File: config.mk
export PLATFORM = sky130hd
export DESIGN_NAME = vec_elem_sequencer
export DESIGN_NICKNAME = d
export VERILOG_FILES = /design/src/rtl/vec_pkg.sv /design/src/rtl/vec_skid_buf.sv /design/src/rtl/vec_elem_sequencer.sv
export SDC_FILE = /design/constraint.sdc
export NUM_CORES = 1
export LEC_CHECK = 0
export ABC_AREA = 0
export CAP_MARGIN = 30
export CORE_MARGIN = 5
export CORE_UTILIZATION = 30
export CTS_CLUSTER_SIZE = 12
export DETAILED_ROUTE_END_ITERATION = 8
export MAX_ROUTING_LAYER = met4
export PLACE_DENSITY = 0.49
export SYNTH_ARGS = -nofsm -noshare
export SYNTH_HDL_FRONTEND = slang
export SYNTH_SLANG_ARGS = --single-unit
File: constraint.sdc
create_clock -name clk -period 4.25 [get_ports clk]
set_clock_uncertainty 0.05 [all_clocks]
set_input_delay 1.275 -clock clk [delete_from_list [all_inputs] [get_ports clk]]
set_output_delay 1.275 -clock clk [all_outputs]
set_load 0.01 [all_outputs]
File: src/rtl/vec_pkg.sv
// Shared definitions for the vector element path: default widths, operand
// select encodings and the sequencer state type.
package vec_pkg;

    localparam int unsigned ELEN_DEFAULT = 32;
    localparam int unsigned IDXW_DEFAULT = 8;

    // I2..I4 ignore sel[0]; the constants give the canonical (bit 0 = 0) code.
    localparam logic [2:0] SEL_I0 = 3'b000;
    localparam logic [2:0] SEL_I1 = 3'b001;
    localparam logic [2:0] SEL_I2 = 3'b010;
    localparam logic [2:0] SEL_I3 = 3'b100;
    localparam logic [2:0] SEL_I4 = 3'b110;

    typedef enum logic [1:0] {
        IDLE,
        RUN,
        DRAIN
    } state_e;

    // Operand mux input number (0..4) selected by a 3-bit select code.
    function automatic logic [2:0] sel_to_input(input logic [2:0] sel);
        logic [2:0] res;
        casez (sel)
            3'b000:  res = 3'd0;
            3'b001:  res = 3'd1;
            3'b01?:  res = 3'd2;
            3'b10?:  res = 3'd3;
            default: res = 3'd4;
        endcase
        return res;
    endfunction

endpackage

File: src/rtl/vec_skid_buf.sv
// Two-entry FIFO that catches read data returning while the lane stalls.
// The head entry is presented combinationally; flush empties it synchronously.
module vec_skid_buf #(
    parameter int unsigned Width = 40
) (
    input  logic             clk,
    input  logic             rst_n,
    input  logic             flush_i,
    input  logic             push_i,
    input  logic [Width-1:0] push_data_i,
    input  logic             pop_i,
    output logic [Width-1:0] head_o,
    output logic             full_o,
    output logic             empty_o,
    output logic [1:0]       count_o
);

    logic [Width-1:0] mem_q [2];
    logic             rd_ptr_q;
    logic             wr_ptr_q;
    logic [1:0]       count_q;
    logic [1:0]       count_d;
    logic             do_push;
    logic             do_pop;

    assign full_o  = (count_q == 2'd2);
    assign empty_o = (count_q == 2'd0);
    assign count_o = count_q;
    assign head_o  = mem_q[rd_ptr_q];

    assign do_pop  = pop_i && !empty_o;
    assign do_push = push_i && (!full_o || do_pop);

    always_comb begin
        count_d = count_q;
        unique case ({do_push, do_pop})
            2'b10:   count_d = count_q + 2'd1;
            2'b01:   count_d = count_q - 2'd1;
            default: count_d = count_q;
        endcase
    end

    always_ff @(posedge clk or negedge rst_n) begin
        if (!rst_n) begin
            for (int i = 0; i < 2; i++) begin
                mem_q[i] <= '0;
            end
            rd_ptr_q <= 1'b0;
            wr_ptr_q <= 1'b0;
            count_q  <= 2'd0;
        end else if (flush_i) begin
            rd_ptr_q <= 1'b0;
            wr_ptr_q <= 1'b0;
            count_q  <= 2'd0;
        end else begin
            if (do_push) begin
                mem_q[wr_ptr_q] <= push_data_i;
                wr_ptr_q        <= ~wr_ptr_q;
            end
            if (do_pop) begin
                rd_ptr_q <= ~rd_ptr_q;
            end
            count_q <= count_d;
        end
    end

endmodule

File: src/rtl/vec_elem_sequencer.sv
// Walks element indices of one vector op, issues register-file reads and streams
// the returned elements to the operand mux over valid/ready.
module vec_elem_sequencer
    import vec_pkg::*;
#(
    parameter int unsigned ELEN = vec_pkg::ELEN_DEFAULT,
    parameter int unsigned IDXW = vec_pkg::IDXW_DEFAULT
) (
    input  logic            clk,
    input  logic            rst_n,
    input  logic            start_valid,
    output logic            start_ready,
    input  logic [IDXW:0]   start_vl,
    input  logic [2:0]      start_sel,
    input  logic            flush,
    output logic            rf_rd_en,
    output logic [IDXW-1:0] rf_rd_idx,
    input  logic [ELEN-1:0] rf_rd_data,
    output logic            op_valid,
    input  logic            op_ready,
    output logic [ELEN-1:0] op_data,
    output logic [IDXW-1:0] op_idx,
    output logic [2:0]      op_sel,
    output logic            op_last,
    output logic            done
);

    localparam int unsigned BufW = ELEN + IDXW;

    state_e          state_q;
    logic [IDXW:0]   vl_q;
    logic [2:0]      sel_q;
    logic [IDXW:0]   iss_q;
    logic [IDXW:0]   acc_q;
    logic            inflight_q;
    logic [IDXW-1:0] inflight_idx_q;
    logic            done_q;

    logic [IDXW:0]   vl_last;
    logic [1:0]      credit;
    logic            pop;
    logic            buf_full;
    logic            buf_empty;
    logic [1:0]      buf_count;
    logic [BufW-1:0] buf_head;

    assign vl_last = vl_q - 1'b1;

    // A read may only issue if its data is guaranteed a slot on return.
    assign credit   = buf_count + {1'b0, inflight_q};
    assign rf_rd_en = (state_q == RUN) && (iss_q < vl_q) && (credit < 2'd2);
    assign rf_rd_idx = iss_q[IDXW-1:0];

    assign start_ready = (state_q == IDLE);
    assign op_valid    = !buf_empty;
    assign op_data     = buf_head[ELEN-1:0];
    assign op_idx      = buf_head[ELEN +: IDXW];
    assign op_sel      = sel_q;
    assign op_last     = op_valid && (acc_q == vl_last);
    assign done        = done_q;
    assign pop         = op_valid && op_ready;

    vec_skid_buf #(
        .Width (BufW)
    ) u_skid_buf (
        .clk         (clk),
        .rst_n       (rst_n),
        .flush_i     (flush),
        .push_i      (inflight_q),
        .push_data_i ({inflight_idx_q, rf_rd_data}),
        .pop_i       (pop),
        .head_o      (buf_head),
        .full_o      (buf_full),
        .empty_o     (buf_empty),
        .count_o     (buf_count)
    );

    always_ff @(posedge clk or negedge rst_n) begin
        if (!rst_n) begin
            state_q        <= IDLE;
            vl_q           <= '0;
            sel_q          <= '0;
            iss_q          <= '0;
            acc_q          <= '0;
            inflight_q     <= 1'b0;
            inflight_idx_q <= '0;
            done_q         <= 1'b0;
        end else if (flush) begin
            state_q        <= IDLE;
            vl_q           <= '0;
            iss_q          <= '0;
            acc_q          <= '0;
            inflight_q     <= 1'b0;
            inflight_idx_q <= '0;
            done_q         <= 1'b0;
        end else begin
            done_q     <= 1'b0;
            inflight_q <= rf_rd_en;
            if (rf_rd_en) begin
                inflight_idx_q <= rf_rd_idx;
                iss_q          <= iss_q + 1'b1;
            end
            if (pop) begin
                acc_q <= acc_q + 1'b1;
            end
            unique case (state_q)
                IDLE: begin
                    if (start_valid) begin
                        vl_q  <= start_vl;
                        sel_q <= start_sel;
                        iss_q <= '0;
                        acc_q <= '0;
                        if (start_vl == '0) begin
                            done_q <= 1'b1;
                        end else begin
                            state_q <= RUN;
                        end
                    end
                end
                RUN: begin
                    if (rf_rd_en && (iss_q == vl_last)) begin
                        state_q <= DRAIN;
                    end
                end
                DRAIN: begin
                    if (pop && op_last) begin
                        state_q <= IDLE;
                        done_q  <= 1'b1;
                    end
                end
                default: state_q <= IDLE;
            endcase
        end
    end

    // Credit rule must never let returning data meet a full buffer.
    a_no_overflow: assert property (@(posedge clk) disable iff (!rst_n)
        !(inflight_q && buf_full && !pop));

endmodule

**Word level (Yosys, flattened, before mapping)**

Index checks and enable logic that the tools add are counted.

- Logic and storage cells: 102
- Output and inout bits: 56
- Register bits after elaboration: 126

- Eq/ne operators: 11
- Magnitude comparators: 5
- Bitwise logic cells: 5
- Reduce and logical (&&, ||, !) cells: 25
- $add $sub $neg: 6
- Muxes and demuxes: 37

Operators by type and width:

| operator | number |
|---|---|
| $mux W40 | 4 |
| $mux W9 | 11 |
| $bwmux W80 | 1 |
| $demux W40 S1 | 1 |
| $add A9 B1 Y9 const B | 2 |
| $eq A9 B9 Y1 | 2 |
| $mux W8 | 2 |
| $mux W2 | 6 |
| $reduce_bool A2 Y1 | 5 |
| $logic_and A1 B1 Y1 | 9 |
| $logic_not A9 Y1 | 1 |
| $lt A9 B9 Y1 | 1 |
| $mux W1 | 9 |
| $sub A9 B1 Y9 const B | 1 |
| $eq A2 B2 Y1 const B | 3 |
| $ne A3 B2 Y1 const B | 2 |
| $ne A3 B3 Y1 const B | 2 |
| $pmux W2 S3 | 1 |
| $eq A2 B1 Y1 const B | 2 |
| $ge A2 B2 Y1 const B | 2 |
| $logic_not A2 Y1 | 2 |
| $not A1 Y2 | 2 |
| $pmux W2 S2 | 1 |
| $reduce_and A2 Y1 | 2 |
| other kinds (12) | 15 |

**Longest topological paths before layout**

- Depth in word-level cells: 9
- Gate-level depth with buffers: 10
- Mapped depth without buffers: 8

**By module**

A second synthesis with hierarchy kept.

- Cell total of the unflattened synthesis: 544
- Area total of the unflattened synthesis: 6541.3 um2

Modules (own cells, without submodules):

| module | instances | seq. area each (um2) | cells each | area an instance (um2) |
|---|---|---|---|---|
| vec_skid_buf | 1 | 2102.0 | 239 | 3863.7 |
| vec_elem_sequencer | 1 | 1051.0 | 305 | 2677.6 |

**Worst setup path after synthesis**

No wires, ideal clock.

- Path kind: reg-to-output
- Start: register vl_q[4]
- End: output rf_rd_en
- Path buffers: 1
- Path slack: 986 ps
- Arrival time: 1939 ps
- Cell stages (with the launch flop): 8
- Path through: dfrtp_1 -> inv_1 -> ha_1 -> a22o_1 -> o41ai_4 -> nand2_1 -> clkbuf_1 -> inv_1

- Word-level cells in the longest chain between the ends: 3

RTL lines:

| what | RTL line | text |
|---|---|---|
| from (decl) | vec_elem_sequencer.sv:31 | `logic [IDXW:0] vl_q;` |
| from (signal assigned) | vec_elem_sequencer.sv:109 | `vl_q <= start_vl;` |
| $lt A9 B9 Y1 | vec_elem_sequencer.sv:51 | `assign rf_rd_en = (state_q == RUN) && (iss_q < vl_q) && (credit < 2'd2);` |
| $logic_and A1 B1 Y1 (2 in series) | vec_elem_sequencer.sv:51 |  |
| to (decl) | vec_elem_sequencer.sv:16 | `output logic rf_rd_en,` |

Every way passes these cells.

**Final worst setup path**

- Start: register vl_q[2]
- End: output rf_rd_en

Same word-level chain as after synthesis.

==> insert_results.sql <==
INSERT INTO impl_metrics (metric_group, metric, value, unit) VALUES
('worst_setup_path', 'timing.critical_path.from', 'vl_q[2]$_DFFE_PN0P_', ''),
('floorplan', 'ios', '105', ''),
('global_route', 'grt_start_max_net_pins', '63', ''),
('placement', 'dp.final_hpwl', '10800', 'um'),
('run_status', 'run_status', 'finished clean', ''),
('routing', 'route.antenna.remaining_nets', '0', ''),
('worst_setup_path', 'r2r_start', 'vl_q[2]$_DFFE_PN0P_', ''),
('layout', 'flow.area_growth_from_synthesis', '31.5', '%'),
('floorplan', 'design.die.area', '24000', 'um^2'),
('routing', 'detailedRoute.firstIterationViolations', '230', ''),
('layout', 'layout_common_cells', 'sky130_fd_sc_hd__dfrtp_1 (125), sky130_fd_sc_hd__mux2_2 (118), sky130_fd_sc_hd__clkdlybuf4s50_1 (102)', ''),
('clocking', 'cts.sinks', '126', ''),
('floorplan', 'dieHeight', '155', 'um'),
('worst_setup_path', 'critPathMostFrequentCell', 'sky130_fd_sc_hd__inv_1', ''),
('global_route', 'via_count_of_the_first_global_routing_pass', '4756', ''),
('layout', 'nets', '698', ''),
('power', 'ir_drop', '0.000270', 'V'),
('global_route', 'number_of_antenna_violations_at_the_first_check_in_global_routing', '0', ''),
('clocking', 'tritoncts_clock_tree', 'built', ''),
('sta', 'fmax', '0.253', 'GHz'),
('routing', 'totalWireLength', '15300', 'um'),
('worst_setup_path', 'reg2reg_slack', '1.55', 'ns'),
('logic_synthesis', 'most_used_flip_flop_cell_after_synthesis', 'sky130_fd_sc_hd__dfrtp_1', ''),
('routing', 'drt_pre_antenna_iters', '5', ''),
('sta', 'worstMarginPinSlew', '0.524', 'ns'),
('worst_setup_path', 'signal_arrival_time_at_the_worst_endpoint', '2.62', 'ns'),
('power', 'p_leak', '0.00361', 'uW'),
('sta', 'period_share', '0.929', ''),
('clocking', 'cts-htree-levels', '4', ''),
('worst_setup_path', 'path_max_fanout', '9', ''),
('clocking', 'cts-root-to-sink-buffers', '2', ''),
('logic_synthesis', 'mappedNetlistArea', '6300', 'um^2'),
('logic_synthesis', 'part_of_the_yosys_area_used_for_sequential_elements', '0.501', ''),
('logic_synthesis', 'synthesis.area_per_instance', '11.8', 'um^2'),
('routing', 'vias_per_cell', '4.79', ''),
('job', 'max_cap_violations', '0', ''),
('floorplan', 'floorplan.rows', '53', ''),
('layout', 'n_fill_cell', '2026', ''),
('sta', 'count_of_final_hold_check_violations', '0', ''),
('layout', 'layout.cells.most_common', 'sky130_fd_sc_hd__dfrtp_1', ''),
('sta', 'finalCriticalPeriod', '3.95', 'ns'),
('floorplan', 'initial_cell_density_of_the_core', '0.302', ''),
('logic_synthesis', 'yosys_warnings', '0', ''),
('routing', 'drc', '0', ''),
('sta', 'final_max_slew_viol_count', '0', ''),
('placement', 'dp.cells', '893', ''),
('hold_path', 'worst_hold_path_type', 'reg2reg', ''),
('layout', 'antenna_cells_inserted', '0', ''),
('worst_setup_path', 'cp_data_required_time', '2.92', 'ns'),
('worst_setup_path', 'slowest_stage', 'sky130_fd_sc_hd__clkdlybuf4s50_1', ''),
('hold_path', 'timing.hold.worst_path_depth', '1', ''),
('logic_synthesis', 'synthesis.instances', '534', ''),
('worst_setup_path', 'critical_path.reg2reg.endpoint', 'state_q[0]$_DFFE_PN0P_', ''),
('sta', 'unrepaired_setup_endpoints_after_global_routing', 'no', ''),
('worst_setup_path', 'worstSetupStartpointType', 'flip-flop', ''),
('clocking', 'clock_latency_on_the_worst_skew_pair', '0.41', 'ns'),
('sta', 'slew_headroom', '0.647', ''),
('clocking', 'cts.clk_slew.worst_paths', '0.05', 'ns'),
('sta', 'setup_viol', '0', ''),
('layout', 'layoutNonFillerInstCount', '925', ''),
('layout', 'final_layout_size_suffix_gt1_frac', '0.274', ''),
('worst_setup_path', 'worstSetupEndpoint', 'rf_rd_en', ''),
('worst_setup_path', 'timing.reg2reg.worst_path_depth', '9', ''),
('global_route', 'grt_overflow', '0', ''),
('global_route', 'grt_first_pass_wirelength', '25100', 'um'),
('global_route', 'combined_global_route_utilization_of_all_metal_layers', '0.135', ''),
('clocking', 'cts_root_buffer', 'sky130_fd_sc_hd__clkbuf_16', ''),
('logic_synthesis', 'ys_seq_elements', '126', ''),
('floorplan', 'floorplan.core_area', '20800', 'um^2'),
('logic_synthesis', 'synth_nets', '595', ''),
('logic_synthesis', 'synth_async_reset_ratio', '1.00', '');
==> layout make-up <==
type,instances,area [um^2],area share
clock buffers,22,464,0.0561
clock inverters,10,138,0.0166
inverters,16,60.1,0.00725
multi-input cells,356,2910,0.352
flip-flops and latches,126,3150,0.381
well taps,275,344,0.0416
repair buffers,120,1210,0.146
==> sequential cells by signal, summed over array words and instances (netlist names), 2 cells and up <==
name                cells
vl_q                    9
u_skid_buf.mem_q       80
iss_q                   9
acc_q                   9
u_skid_buf.count_o      2
op_sel                  3
inflight_idx_q          8
state_q                 2
==> synth_stat cells (2+ instances only) <==
cell type	number	area, um^2
sky130_fd_sc_hd__dfrtp_1	126	3150
sky130_fd_sc_hd__mux2_2	118	1330
sky130_fd_sc_hd__nand2_1	37	139
sky130_fd_sc_hd__nor2_1	29	109
sky130_fd_sc_hd__a21oi_1	21	105
sky130_fd_sc_hd__xor2_1	19	166
sky130_fd_sc_hd__o21ai_0	18	90.1
sky130_fd_sc_hd__xnor2_1	17	149
sky130_fd_sc_hd__inv_1	16	60.1
sky130_fd_sc_hd__clkbuf_1	13	48.8
sky130_fd_sc_hd__nand3_1	13	65.1
sky130_fd_sc_hd__ha_1	12	150
sky130_fd_sc_hd__buf_2	11	55.1
sky130_fd_sc_hd__nand4_1	10	62.6
sky130_fd_sc_hd__buf_4	8	60.1
sky130_fd_sc_hd__or3_1	6	37.5
sky130_fd_sc_hd__and2_1	5	31.3
sky130_fd_sc_hd__mux2_1	5	56.3
sky130_fd_sc_hd__nor4_1	5	31.3
sky130_fd_sc_hd__and3_1	4	25.0
sky130_fd_sc_hd__nand2b_1	4	25.0
sky130_fd_sc_hd__nor3_1	3	15.0
sky130_fd_sc_hd__o211ai_1	3	22.5
sky130_fd_sc_hd__and3b_1	2	17.5
sky130_fd_sc_hd__buf_1	2	7.51
sky130_fd_sc_hd__buf_6	2	22.5
sky130_fd_sc_hd__nand3b_1	2	15.0
sky130_fd_sc_hd__or2_1	2	12.5
==> worst max-delay path, delay by kind of cell (launching register included) <==
| family | cells | cell delay, ns |
|---|---|---|
| fa+ha+maj | 1 | 0.30 |
| flops | 1 | 0.52 |
| buf+inv | 3 | 0.78 |
| compound gates | 3 | 0.50 |
| simple gates | 1 | 0.14 |
==> layer usage <==
metal,vias to the layer above,GRT usage,part of all wire
li1,2079,-,-
met1,2206,0.169,0.46
met2,119,0.212,0.48
met3,31,0.0328,0.039
met4,0,0.0500,0.022
met5,-,-,0
==> stage by stage <==
| step | cell area, um^2 | util | power, uW | hold WS (ns) | setup slack (ns) |
|---|---|---|---|---|---|
| finish | 8280 | 0.398 | 4040 | 0.437 | 0.304 |
| global route | 8280 | 0.398 | 4250 | 0.455 | 0.111 |
| CTS | 8260 | 0.397 | 4100 | 0.439 | 0.0132 |
| detailed placement | 7660 | 0.368 | 2600 | 0.427 | 0.489 |
| global placement | 7630 | 0.367 | 2570 | 0.418 | 0.510 |
| floorplan | 6300 | - | 2090 | 0.409 | 0.986 |
==> cells by family (layout without fill, tap and decap cells) <==
kind of cell               count (synthesis)  in the layout  share of synthesized area
buffers and inverters                     52            168                     0.0403
AOI/OAI and AO/OA                         56             56                     0.0576
DFF                                      126            126                      0.501
muxes                                    124            124                      0.222
and+or+nand+nor                          127            127                      0.102
xor gates and xnor gates                  37             37                     0.0536
adders and majority gates                 12             12                     0.0238
==> repair_timing <==
action,in CTS,in global routing
resized for setup,0,4
endpoints found under the hold margin,0,0
hold buffers,0,0
buffers inserted,0,0
endpoints found under the setup margin,0,1
==> worst min path at each step <==
stage | start | to | slack, ns
final | u_skid_buf.mem_q[24]$_DFFE_PN0P_ | u_skid_buf.mem_q[24]$_DFFE_PN0P_ | 0.44
after floorplan | u_skid_buf.mem_q[24]$_DFFE_PN0P_ | u_skid_buf.mem_q[24]$_DFFE_PN0P_ | 0.41
after detailed placement | u_skid_buf.mem_q[24]$_DFFE_PN0P_ | u_skid_buf.mem_q[24]$_DFFE_PN0P_ | 0.43
after global routing | u_skid_buf.mem_q[24]$_DFFE_PN0P_ | u_skid_buf.mem_q[24]$_DFFE_PN0P_ | 0.46
after global placement | u_skid_buf.mem_q[25]$_DFFE_PN0P_ | u_skid_buf.mem_q[25]$_DFFE_PN0P_ | 0.42
after CTS | u_skid_buf.mem_q[24]$_DFFE_PN0P_ | u_skid_buf.mem_q[24]$_DFFE_PN0P_ | 0.44
==> report_power, final <==
part / internal, uW / switching (uW)
registers: 1420 / 113
clock network: 951 / 518
logic: 638 / 399
total: 3010 / 1030
(Power assumes the default switching activity.)
==> RTL edit (same settings) <==
Set the package constant `IDXW_DEFAULT` to 9 (it was 8).
--- a/src/rtl/vec_pkg.sv
+++ b/src/rtl/vec_pkg.sv
@@ -3,7 +3,7 @@
 package vec_pkg;
 
     localparam int unsigned ELEN_DEFAULT = 32;
-    localparam int unsigned IDXW_DEFAULT = 8;
+    localparam int unsigned IDXW_DEFAULT = 9;
 
     // I2..I4 ignore sel[0]; the constants give the canonical (bit 0 = 0) code.
     localparam logic [2:0] SEL_I0 = 3'b000;
Interface: changed (resized op_idx, rf_rd_idx and start_vl); port bits go from 105 to 108. No check against the original RTL was run, so the function may have changed too.
==> RTL edit against the original RTL <==
Worst hold slack better by 0.015 ns. Non-clock buffer count rose by 10. Routed wire length is 19% higher. Count of clock-buffer cells in the layout is 5 lower. Synthesized area up 8.7%. Worst setup slack worse by 0.15 ns. Cell area rose by 6.8%. Total power up 27%. Global-route usage up 1.5 points. Cell count is 7.9% higher. Sequential cell count up 6. Sequential power up 20%. Largest cell class unchanged.
==> RTL edit: results (changes against the original RTL) <==
- Filler Cell Count: 2196 (+8.4%)
- GRT met1 Usage: 0.194 (+0.0256)
- Placed Area: 8230 um^2 (+7.5%)
- Initial DRC count: 219 (-4.8%)
- Resize count post-CTS: 6 (+6)
- Compound-Gate Fraction of Synth Area: 0.0799 (+0.0223)
- P_int: 3.50 mW (+16%)
- Critical Path Start Type: register
- Area of the multi-input gates: 3280 um^2 (+13%)
- Count of cell types in the netlist: 55 (+12%)
- Worst hold-check path type: register to register
- Signal buffers: 130 (+8.3%)
- Worst hold start: u_skid_buf.mem_q[78]
- Drt wl/cell: 18.3 um (+10%)
- Sequential share of power: 0.355 (-0.025)
- M2 GR Usage: 0.241 (+0.0289)
- Total Nets Final: 763 (+9.3%)
- Avg Cell Area, Syn: 11.5 um^2 (-2.8%)
- Hold Slack: 0.452 ns (+0.0147 ns)
- Met3 Use GR: 0.0253 (-0.00756)
- Syn Nets: 660 (+11%)
- R2r startpoint: vl_q[7]
- Adder-Cell Fraction of Synth Area: 0.0238 (-0.0000723)
- Worst Hold End: u_skid_buf.mem_q[78]
- Synth cell count leaders: 132 x dfrtp_1, 126 x mux2_2, 35 x nor2_1, 28 x nand2_1, 27 x o21ai_0
- Number of port buffers: 107 (+2.9%)
- Clk pwr share: 0.287 (-0.076)
- Post-synthesis mux area share: 0.210 (-0.0113)
- Vias in the first global route: 5416 (+14%)
- Post-Place Cells: 966 (+8.2%)
- Area growth syn-to-layout: 29.3%
- Vias per cell: 4.96 (+3.4%)
- Logic inverters: 13 (-3)
- Overall routing resource usage: 0.150 (+0.0148)
- Clock buf/inv share: 0.0672 (-0.00550)
- Layout cells sized above 1: 0.285 (+0.0109)
- Leakage: 3.78 nW (+4.8%)
- Placer Congestion: 0.849 (+1.2%)
- Crit path DAT: 2.77 ns (+0.15 ns)
- Crit Path Max Fanout: 5 (-4)
- Final WL: 18300 um (+19%)
- Setup WS post-layout: 0.153 ns (-0.150 ns)
- Outcome: complete, no violations
- First-pass GRT wire length: 30000 um (+20%)
- RR Endpoint: iss_q[3]
- Largest register FFs: 82 (+2.5%)
- Mapped Area: 6840 um^2 (+8.7%)
- Seq. cell area: 3310 um^2 (+4.9%)
- Post-Synth XOR/XNOR Area: 0.0496 (-0.00409)
- Least-Margin Pin Slew: 0.694 ns (+0.170 ns)
- Dpl ws: 0.214 ns (-0.274 ns)
- #MultiIn Comb: 406 (+14%)
- Synthesis-stage register bit count: 132 (+4.8%)
- Drt first pass iters: 4 (-1)
- Post-DP HPWL: 13200 um (+22%)
- R2R setup slack: 1.62 ns (+0.07 ns)
==> RTL edit: changes by cell type after synthesis, moves of 7 or more <==
cell      unedited run  this run
clkbuf_1            13        24
o21ai_0             18        27
mux2_2             118       126
o31ai_1              0         7
nand2_1             37        28
nand3_1             13        25
==> RTL edit: per-layer routing <==
| layer | wire length, um | part of all wire |
|---|---|---|
| met2 | 8980 | 0.49 |
| met5 | 0 | 0 |
| met1 | 8490 | 0.46 |
| met4 | 277 | 0.015 |
| met3 | 528 | 0.029 |
==> RTL edit: worst max-delay path: stages (launching register included) <==
cell	delay [ns]
dfrtp_2	0.46
inv_1	0.16
ha_1	0.28
a211oi_2	0.31
nand2_1	0.10
o2111ai_1	0.14
a31oi_1	0.10
nor2_1	0.25
clkdlybuf4s50_1	0.58
==> RTL edit: worst max path at each step <==
stage	end	depth (start not counted)
4_1_cts	rf_rd_en	8
2_1_floorplan	op_last	9
6_report	rf_rd_en	8
3_3_place_gp	op_last	9
5_1_grt	rf_rd_en	8
3_5_place_dp	op_last	9
